**config.mk**
```make
export PLATFORM = sky130hd
export DESIGN_NAME = clk_ratio_mon_flat
export DESIGN_NICKNAME = d
export VERILOG_FILES = /design/src/rtl/clk_ratio_mon_if.sv /design/src/rtl/clk_ratio_mon.sv /design/src/flat_wrapper.sv
export SDC_FILE = /design/constraint.sdc
export NUM_CORES = 1
export LEC_CHECK = 0
export CAP_MARGIN = 30
export CORE_MARGIN = 5
export CORE_UTILIZATION = 58
export CTS_BUF_LIST = sky130_fd_sc_hd__clkbuf_8
export DETAILED_ROUTE_END_ITERATION = 10
export PLACE_DENSITY = 0.83
export SLEW_MARGIN = 20
export SYNTH_ARGS = -nofsm -noshare
export SYNTH_HDL_FRONTEND = slang
export SYNTH_SLANG_ARGS = --single-unit
```
**constraint.sdc**
```tcl
create_clock -name clk -period 4.13 [get_ports clk]
set_input_delay 0.826 -clock clk [delete_from_list [all_inputs] [get_ports clk]]
set_output_delay 0.826 -clock clk [all_outputs]
set_load 0.005 [all_outputs]
```
**src/rtl/clk_ratio_mon_if.sv**
```systemverilog
// Bus bundle for clk_ratio_mon: control, monitored clocks, expectations and results.
`timescale 1ns/1ps
interface clk_ratio_mon_if #(
  parameter int unsigned CNT_W = 9
);
  logic             start;
  logic             abort;
  logic             mon_a;
  logic             mon_b;
  logic [CNT_W-1:0] exp_a;
  logic [CNT_W-1:0] exp_b;
  logic             busy;
  logic             done;
  logic             pass;
  logic             fail_a;
  logic             fail_b;
  logic [CNT_W-1:0] cnt_a;
  logic [CNT_W-1:0] cnt_b;

  modport master (
    output start, abort, mon_a, mon_b, exp_a, exp_b,
    input  busy, done, pass, fail_a, fail_b, cnt_a, cnt_b
  );

  modport slave (
    input  start, abort, mon_a, mon_b, exp_a, exp_b,
    output busy, done, pass, fail_a, fail_b, cnt_a, cnt_b
  );
endinterface

```
**src/rtl/clk_ratio_mon.sv**
```systemverilog
// Counts rising edges of two asynchronous monitored clocks over a fixed window of
// reference cycles and checks each count against a programmed expectation.
`timescale 1ns/1ps
module clk_ratio_mon #(
  parameter int unsigned WINDOW   = 256,
  parameter int unsigned CNT_W    = 9,
  parameter int unsigned TOL      = 1,
  parameter int unsigned SYNC_STG = 2
) (
  input logic            clk,
  input logic            rst_n,
  clk_ratio_mon_if.slave bus
);

  localparam int unsigned WIN_W = $clog2(WINDOW + 1);
  localparam int unsigned WRM_W = $clog2(SYNC_STG + 2);

  typedef enum logic [2:0] {IDLE, WARM, MEAS, CMP, DONE} state_t;

  state_t             state, state_nxt;
  logic               arm;
  logic [SYNC_STG-1:0] sync_a, sync_b;
  logic               hist_a, hist_b;
  logic               rise_a, rise_b;
  logic [WIN_W-1:0]   win_cnt;
  logic [WRM_W-1:0]   warm_cnt;
  logic [CNT_W-1:0]   cnt_a, cnt_b;
  logic [CNT_W-1:0]   exp_a, exp_b;
  logic               ovf_a, ovf_b;
  logic               fail_a, fail_b;
  logic               busy, done;
  logic [CNT_W:0]     diff_a, diff_b, abs_a, abs_b;

  always_ff @(posedge clk or negedge rst_n) begin
    if (!rst_n) begin
      sync_a <= '0;
      sync_b <= '0;
      hist_a <= 1'b0;
      hist_b <= 1'b0;
    end else begin
      sync_a <= {sync_a[SYNC_STG-2:0], bus.mon_a};
      sync_b <= {sync_b[SYNC_STG-2:0], bus.mon_b};
      hist_a <= sync_a[SYNC_STG-1];
      hist_b <= sync_b[SYNC_STG-1];
    end
  end

  assign rise_a = sync_a[SYNC_STG-1] & ~hist_a;
  assign rise_b = sync_b[SYNC_STG-1] & ~hist_b;

  always_comb begin
    state_nxt = state;
    arm       = 1'b0;
    case (state)
      IDLE: if (bus.start) begin
        state_nxt = WARM;
        arm       = 1'b1;
      end
      WARM: if (warm_cnt == WRM_W'(SYNC_STG)) state_nxt = MEAS;
      MEAS: if (win_cnt == WIN_W'(WINDOW - 1)) state_nxt = CMP;
      CMP:  state_nxt = DONE;
      DONE: if (bus.start) begin
        state_nxt = WARM;
        arm       = 1'b1;
      end
      default: state_nxt = IDLE;
    endcase
    if (bus.abort) begin
      state_nxt = IDLE;
      arm       = 1'b0;
    end
  end

  always_comb begin
    diff_a = {1'b0, cnt_a} - {1'b0, exp_a};
    diff_b = {1'b0, cnt_b} - {1'b0, exp_b};
    abs_a  = diff_a[CNT_W] ? ('0 - diff_a) : diff_a;
    abs_b  = diff_b[CNT_W] ? ('0 - diff_b) : diff_b;
  end

  // busy/done are registered from the current state, so they trail the FSM by one
  // cycle; abort and a re-arming start clear them on the same edge as the state change.
  always_ff @(posedge clk or negedge rst_n) begin
    if (!rst_n) begin
      state    <= IDLE;
      warm_cnt <= '0;
      win_cnt  <= '0;
      busy     <= 1'b0;
      done     <= 1'b0;
      cnt_a    <= '0;
      cnt_b    <= '0;
      exp_a    <= '0;
      exp_b    <= '0;
      ovf_a    <= 1'b0;
      ovf_b    <= 1'b0;
      fail_a   <= 1'b0;
      fail_b   <= 1'b0;
    end else begin
      state    <= state_nxt;
      warm_cnt <= (state == WARM) ? warm_cnt + 1'b1 : '0;
      win_cnt  <= (state == MEAS) ? win_cnt + 1'b1 : '0;
      busy     <= ~bus.abort & ((state == WARM) | (state == MEAS) | (state == CMP));
      done     <= ~bus.abort & (state == DONE) & ~bus.start;
      if (bus.abort || arm) begin
        cnt_a  <= '0;
        cnt_b  <= '0;
        ovf_a  <= 1'b0;
        ovf_b  <= 1'b0;
        fail_a <= 1'b0;
        fail_b <= 1'b0;
        if (arm) begin
          exp_a <= bus.exp_a;
          exp_b <= bus.exp_b;
        end
      end else begin
        if (state == MEAS && rise_a) begin
          if (cnt_a == '1) ovf_a <= 1'b1;
          else             cnt_a <= cnt_a + 1'b1;
        end
        if (state == MEAS && rise_b) begin
          if (cnt_b == '1) ovf_b <= 1'b1;
          else             cnt_b <= cnt_b + 1'b1;
        end
        if (state == CMP) begin
          fail_a <= ovf_a | (abs_a > (CNT_W + 1)'(TOL));
          fail_b <= ovf_b | (abs_b > (CNT_W + 1)'(TOL));
        end
      end
    end
  end

  assign bus.busy   = busy;
  assign bus.done   = done;
  assign bus.pass   = done & ~fail_a & ~fail_b;
  assign bus.fail_a = fail_a;
  assign bus.fail_b = fail_b;
  assign bus.cnt_a  = cnt_a;
  assign bus.cnt_b  = cnt_b;

endmodule
```
**src/flat_wrapper.sv**
```systemverilog
// flat-port wrapper written by rule: the top's interface ports become plain ports
module clk_ratio_mon_flat 
#(
  parameter int unsigned WINDOW   = 256,
  parameter int unsigned CNT_W    = 9,
  parameter int unsigned TOL      = 1,
  parameter int unsigned SYNC_STG = 2
)
  (clk, rst_n, bus_start, bus_abort, bus_mon_a, bus_mon_b, bus_exp_a, bus_exp_b, bus_busy, bus_done, bus_pass, bus_fail_a, bus_fail_b, bus_cnt_a, bus_cnt_b);
  clk_ratio_mon_if #(.CNT_W(CNT_W)) bus_i ();
  input logic clk;
  input logic rst_n;
  input wire logic [$bits(bus_i.start)-1:0] bus_start;
  input wire logic [$bits(bus_i.abort)-1:0] bus_abort;
  input wire logic [$bits(bus_i.mon_a)-1:0] bus_mon_a;
  input wire logic [$bits(bus_i.mon_b)-1:0] bus_mon_b;
  input wire logic [$bits(bus_i.exp_a)-1:0] bus_exp_a;
  input wire logic [$bits(bus_i.exp_b)-1:0] bus_exp_b;
  output wire logic [$bits(bus_i.busy)-1:0] bus_busy;
  output wire logic [$bits(bus_i.done)-1:0] bus_done;
  output wire logic [$bits(bus_i.pass)-1:0] bus_pass;
  output wire logic [$bits(bus_i.fail_a)-1:0] bus_fail_a;
  output wire logic [$bits(bus_i.fail_b)-1:0] bus_fail_b;
  output wire logic [$bits(bus_i.cnt_a)-1:0] bus_cnt_a;
  output wire logic [$bits(bus_i.cnt_b)-1:0] bus_cnt_b;
  assign bus_i.start = bus_start;
  assign bus_i.abort = bus_abort;
  assign bus_i.mon_a = bus_mon_a;
  assign bus_i.mon_b = bus_mon_b;
  assign bus_i.exp_a = bus_exp_a;
  assign bus_i.exp_b = bus_exp_b;
  assign bus_busy = bus_i.busy;
  assign bus_done = bus_i.done;
  assign bus_pass = bus_i.pass;
  assign bus_fail_a = bus_i.fail_a;
  assign bus_fail_b = bus_i.fail_b;
  assign bus_cnt_a = bus_i.cnt_a;
  assign bus_cnt_b = bus_i.cnt_b;
  clk_ratio_mon #(.WINDOW(WINDOW), .CNT_W(CNT_W), .TOL(TOL), .SYNC_STG(SYNC_STG)) u_core (.clk(clk), .rst_n(rst_n), .bus(bus_i));
endmodule
```
==> impl.org <==
** Final layout
- 0 antenna diodes ended up in the layout.
- In the final design database the tool counted 501 nets.
- Share of layout cells above drive strength 1 :: 6.62%
- Across the whole layout, storage elements account for 1550 um2.
- Fill cells in the final layout number 478.
- Layout area overhead :: 21.3%
- Multi-input gate area in the final layout :: 1990 um2
- Share of the core filled with cells in the final layout :: 71.4%

** Power and ir drop
- Switching power total :: 486 uW
- Static leakage :: 0.00204 uW
- The share of total power dissipated in sequential elements is 38.1%.
- Net switching is 28.0% of the power.
- Clock share of power :: 38.4%
- Int Pwr :: 1250 uW
- Combinational logic burns 23.5% of the power.
- Power Density :: 387 nW/um2
- IR drop worst, VDD :: 318 uV
- Pwr Total :: 1730 uW

** Flow run
- Max cap viols :: 0

** Die
- 47 I/O pins were placed.
- The initialized floorplan defines 29 standard-cell rows.
- Die Span X :: 89.8 um
- The floorplan step defined a die boundary enclosing 8070 um2.
- Starting Density :: 58.9%
- Total core area :: 6280 um2
- Measured along the y axis, the die boundary spans 89.8 um.

** Outcome
- Result of the run :: complete, no violations

** Worst setup path
- Crit end category :: flop
- Maximum fanout count along the critical path :: 5
- The critical path is of the flop to flop type.
- CP arrival :: 3.66 ns
- The worst setup path is launched from a flop.
- Endpoint required time on the critical path :: 4.36 ns

** CTS
- Hold bufs inserted after CTS :: 0
- TritonCTS built the clock tree.
- The tree is rooted in a sky130_fd_sc_hd__clkbuf_8.
- Clock-pin slew was measured on the worst setup and hold paths at 0.07 ns.
- Sink Count :: 62
- In this run, CTS created clock tree buffers numbering 9.
- Buffers added to address setup during post-CTS repair amount to 0.
- H-tree depth :: 3
- For the worst-skew pair, the clock arrives at the later sink with an insertion delay of 0.34 ns.
- Counting along the longest clock path gives a buffer depth of 2.
- Count of instances resized after the clock tree is built :: 0

** Routing
- After detailed routing, the average wire length per cell comes to 15.4 um.
- The first detailed-routing pass ran for 4 iterations.
- For this block, the routed nets add up to 8190 um of wire.
- Via Count :: 3012
- Once detail routing completed, the nets flagged for antenna violations numbered 0.
- In the routed design, unresolved DRC markers number 0.
- The detailed router finished its first iteration with 125 violations.
- Via density :: 5.68

** GRT
- Global-route usage over all layers :: 21.5%
- The first global-routing pass estimated 14300 um of wire.
- Via count of the first global-routing pass :: 3108
- The initial antenna violation count came to 0.
- Entering global routing, the biggest net connects 33 pins.
- Global routing finished with a remaining overflow of 0.

** Hold path
- Hold crit path type :: flop to flop

** Place
- # port buffers :: 46
- Routability-driven placement finished with a final weighted congestion of 0.831.
- After legalization and detailed placement, the total HPWL measured 6040 um.

** Timing
- Summed negative setup slack over all endpoints :: 0 ns
- Setup violations remaining at the end of the flow were counted as 0.
- Setup repair after global routing left no endpoint under its margin.
- Static timing analysis puts the maximum clock frequency at 292 MHz.
- The number of slew-limit violations in the final report came to 0.
- Of the available clock period, the critical path in the final layout requires 83.0%.
- Final hold violation count :: 0
- At the pin with the least slew margin, the transition time is 0.852 ns.
- For the finished layout, the period the worst path requires is 3.43 ns.
- Minimum hold slack :: 0.357 ns
- The worst pin sits at a relative slew slack of 43.2%.
- The clock arrives with 0.00698 ns of skew.

** Synthesis
- Yosys mapped a number of flops with a built-in enable equal to 0.
- Synth warn :: 0
- In this run, synthesis produced a sequential element count of 62.
- Count of distinct cell types in the synthesized netlist :: 54
- For this run, asynchronously set or reset flops after synthesis account for 100%.
- After synthesis the cells add up to 3700 um2.
- The average instance in the mapped netlist occupies 9.31 um2.
- Sequential-to-total area share from yosys stat :: 42.0%
- Among all flip-flop cells after synthesis, the most frequent one is sky130_fd_sc_hd__dfrtp_1.
- Synthesis handed over a netlist of 397 instances.
- When the netlist entered floorplanning its net count stood at 450.
sequential cells by signal, indices dropped and copies added (netlist names), 2 cells and up:
register / flops
u_core.exp_a: 9
u_core.bus.cnt_a: 9
u_core.warm_cnt: 2
u_core.win_cnt: 9
u_core.sync_a: 2
u_core.bus.cnt_b: 9
u_core.exp_b: 9
u_core.state: 3
u_core.sync_b: 2
cell families after synthesis:
| group | count (synthesis) | share of synthesized area (%) |
|---|---|---|
| simple gates | 147 | 20.0 |
| fa+ha+maj | 29 | 10.2 |
| compound gates | 79 | 14.0 |
| buf+inv | 42 | 4.40 |
| flops | 62 | 42.0 |
| mux | 9 | 2.54 |
| xor+xnor | 29 | 6.87 |
cells in the final DEF (no fill, tap or decap), types with 4 or more instances in the layout:
cell type                         count
sky130_fd_sc_hd__and3_1               8
sky130_fd_sc_hd__or2_2                4
sky130_fd_sc_hd__o21ai_0             25
sky130_fd_sc_hd__mux2i_1              6
sky130_fd_sc_hd__clkdlybuf4s50_1     45
sky130_fd_sc_hd__nand2_1             34
sky130_fd_sc_hd__clkbuf_8            11
sky130_fd_sc_hd__nand2b_1             7
sky130_fd_sc_hd__nor2_1              38
sky130_fd_sc_hd__inv_1               35
sky130_fd_sc_hd__a21oi_1             14
sky130_fd_sc_hd__nand3_1              9
sky130_fd_sc_hd__ha_1                27
sky130_fd_sc_hd__dfrtp_1             62
sky130_fd_sc_hd__nor2b_1              4
sky130_fd_sc_hd__nand4_1              7
sky130_fd_sc_hd__a211oi_1             4
sky130_fd_sc_hd__xor2_1              19
sky130_fd_sc_hd__a21o_1               4
sky130_fd_sc_hd__or3_1                7
sky130_fd_sc_hd__nor3_1              11
sky130_fd_sc_hd__xnor2_1             10
sky130_fd_sc_hd__o2111ai_1            4
per-layer routing:
metal	track usage, %	share of wire (%)	up-vias
li1	-	-	1492
met5	0	0	-
met3	5.18	3.8	14
met1	25.8	43	1443
met4	8.44	1.8	0
met2	36.8	51	63
through the flow:
step / area (um2) / setup slack, ns / std cells
after detailed placement: 4240 / 0.792 / 514
final: 4480 / 0.701 / 530
after global placement: 4240 / 0.914 / 514
after floorplan: 3700 / 0.967 / 397
after CTS: 4480 / 0.754 / 530
after global routing: 4480 / 0.561 / 530
worst paths after layout:
path / startpoint / endpoint / slack, ns / cells after the start
setup / recovery: u_core.bus.cnt_a[0]$_DFFE_PN0P_ / u_core.bus.fail_a$_DFFE_PN0P_ / 0.70 / 11
hold reg to reg: u_core.sync_b[0]$_DFF_PN0_ / u_core.sync_b[1]$_DFF_PN0_ / 0.36 / 0
min in group asynchronous: rst_n / u_core.sync_b[0]$_DFF_PN0_ / 0.53 / 1
max in group asynchronous: rst_n / u_core.exp_a[2]$_DFFE_PN0P_ / 2.74 / 2
hold / removal: u_core.sync_b[0]$_DFF_PN0_ / u_core.sync_b[1]$_DFF_PN0_ / 0.36 / 0
setup reg to reg: u_core.bus.cnt_a[0]$_DFFE_PN0P_ / u_core.bus.fail_a$_DFFE_PN0P_ / 0.70 / 11
worst max-delay path, stage by stage, from the launching register on:
cell and delay, ns:
sky130_fd_sc_hd__dfrtp_1 0.43, sky130_fd_sc_hd__inv_1 0.08, sky130_fd_sc_hd__ha_1 0.16, sky130_fd_sc_hd__inv_1 0.06, sky130_fd_sc_hd__fa_1 0.58, sky130_fd_sc_hd__inv_1 0.06
sky130_fd_sc_hd__ha_1 0.22, sky130_fd_sc_hd__o21ai_0 0.21, sky130_fd_sc_hd__or4b_1 0.48, sky130_fd_sc_hd__or4_1 0.43, sky130_fd_sc_hd__a221o_1 0.33, sky130_fd_sc_hd__a211o_1 0.28
power by group through the flow:
stage	clock network (uW)	logic (uW)	registers, uW
6_report	666	407	661
5_1_grt	696	458	665
4_1_cts	674	405	661
3_5_place_dp	0	398	673
3_3_place_gp	0	380	671
2_1_floorplan	0	293	669
area by class of cell:
class	instances	area share [%]
Multi-Input combinational cell	293	44.3
Clock inverter	5	2.18
Tap cell	77	2.15
Sequential cell	62	34.6
Inverter	33	2.76
Timing Repair Buffer	49	10.7
Clock buffer	11	3.38
cell usage after synthesis (all sizes together) (2+ instances only):
cell / n / area share, %
o2111ai: 4 / 0.95
mux2: 3 / 0.91
o211ai: 3 / 0.61
buf: 2 / 0.34
a31oi: 3 / 0.51
nand3b: 3 / 0.61
o31a: 2 / 0.51
nor3b: 3 / 0.61
and4: 3 / 0.71
a21boi: 3 / 0.61
nor2: 39 / 4.0
nand2: 34 / 3.5
nand3: 9 / 1.2
fa: 2 / 1.1
and3: 8 / 1.4
o21a: 3 / 0.61
o21ai: 25 / 3.4
inv: 33 / 3.4
xor2: 19 / 4.5
or4: 2 / 0.41
or2: 5 / 0.85
a21oi: 14 / 1.9
o22ai: 3 / 0.51
ha: 27 / 9.1
xnor2: 10 / 2.4
clkbuf: 7 / 0.71
a211oi: 4 / 0.81
nand2b: 7 / 1.2
or3: 7 / 1.2
dfrtp: 62 / 42
nor2b: 4 / 0.68
mux2i: 6 / 1.6
nor3: 11 / 1.5
a21o: 5 / 1.0
nand4: 7 / 1.2
(Power assumes the default switching activity.)
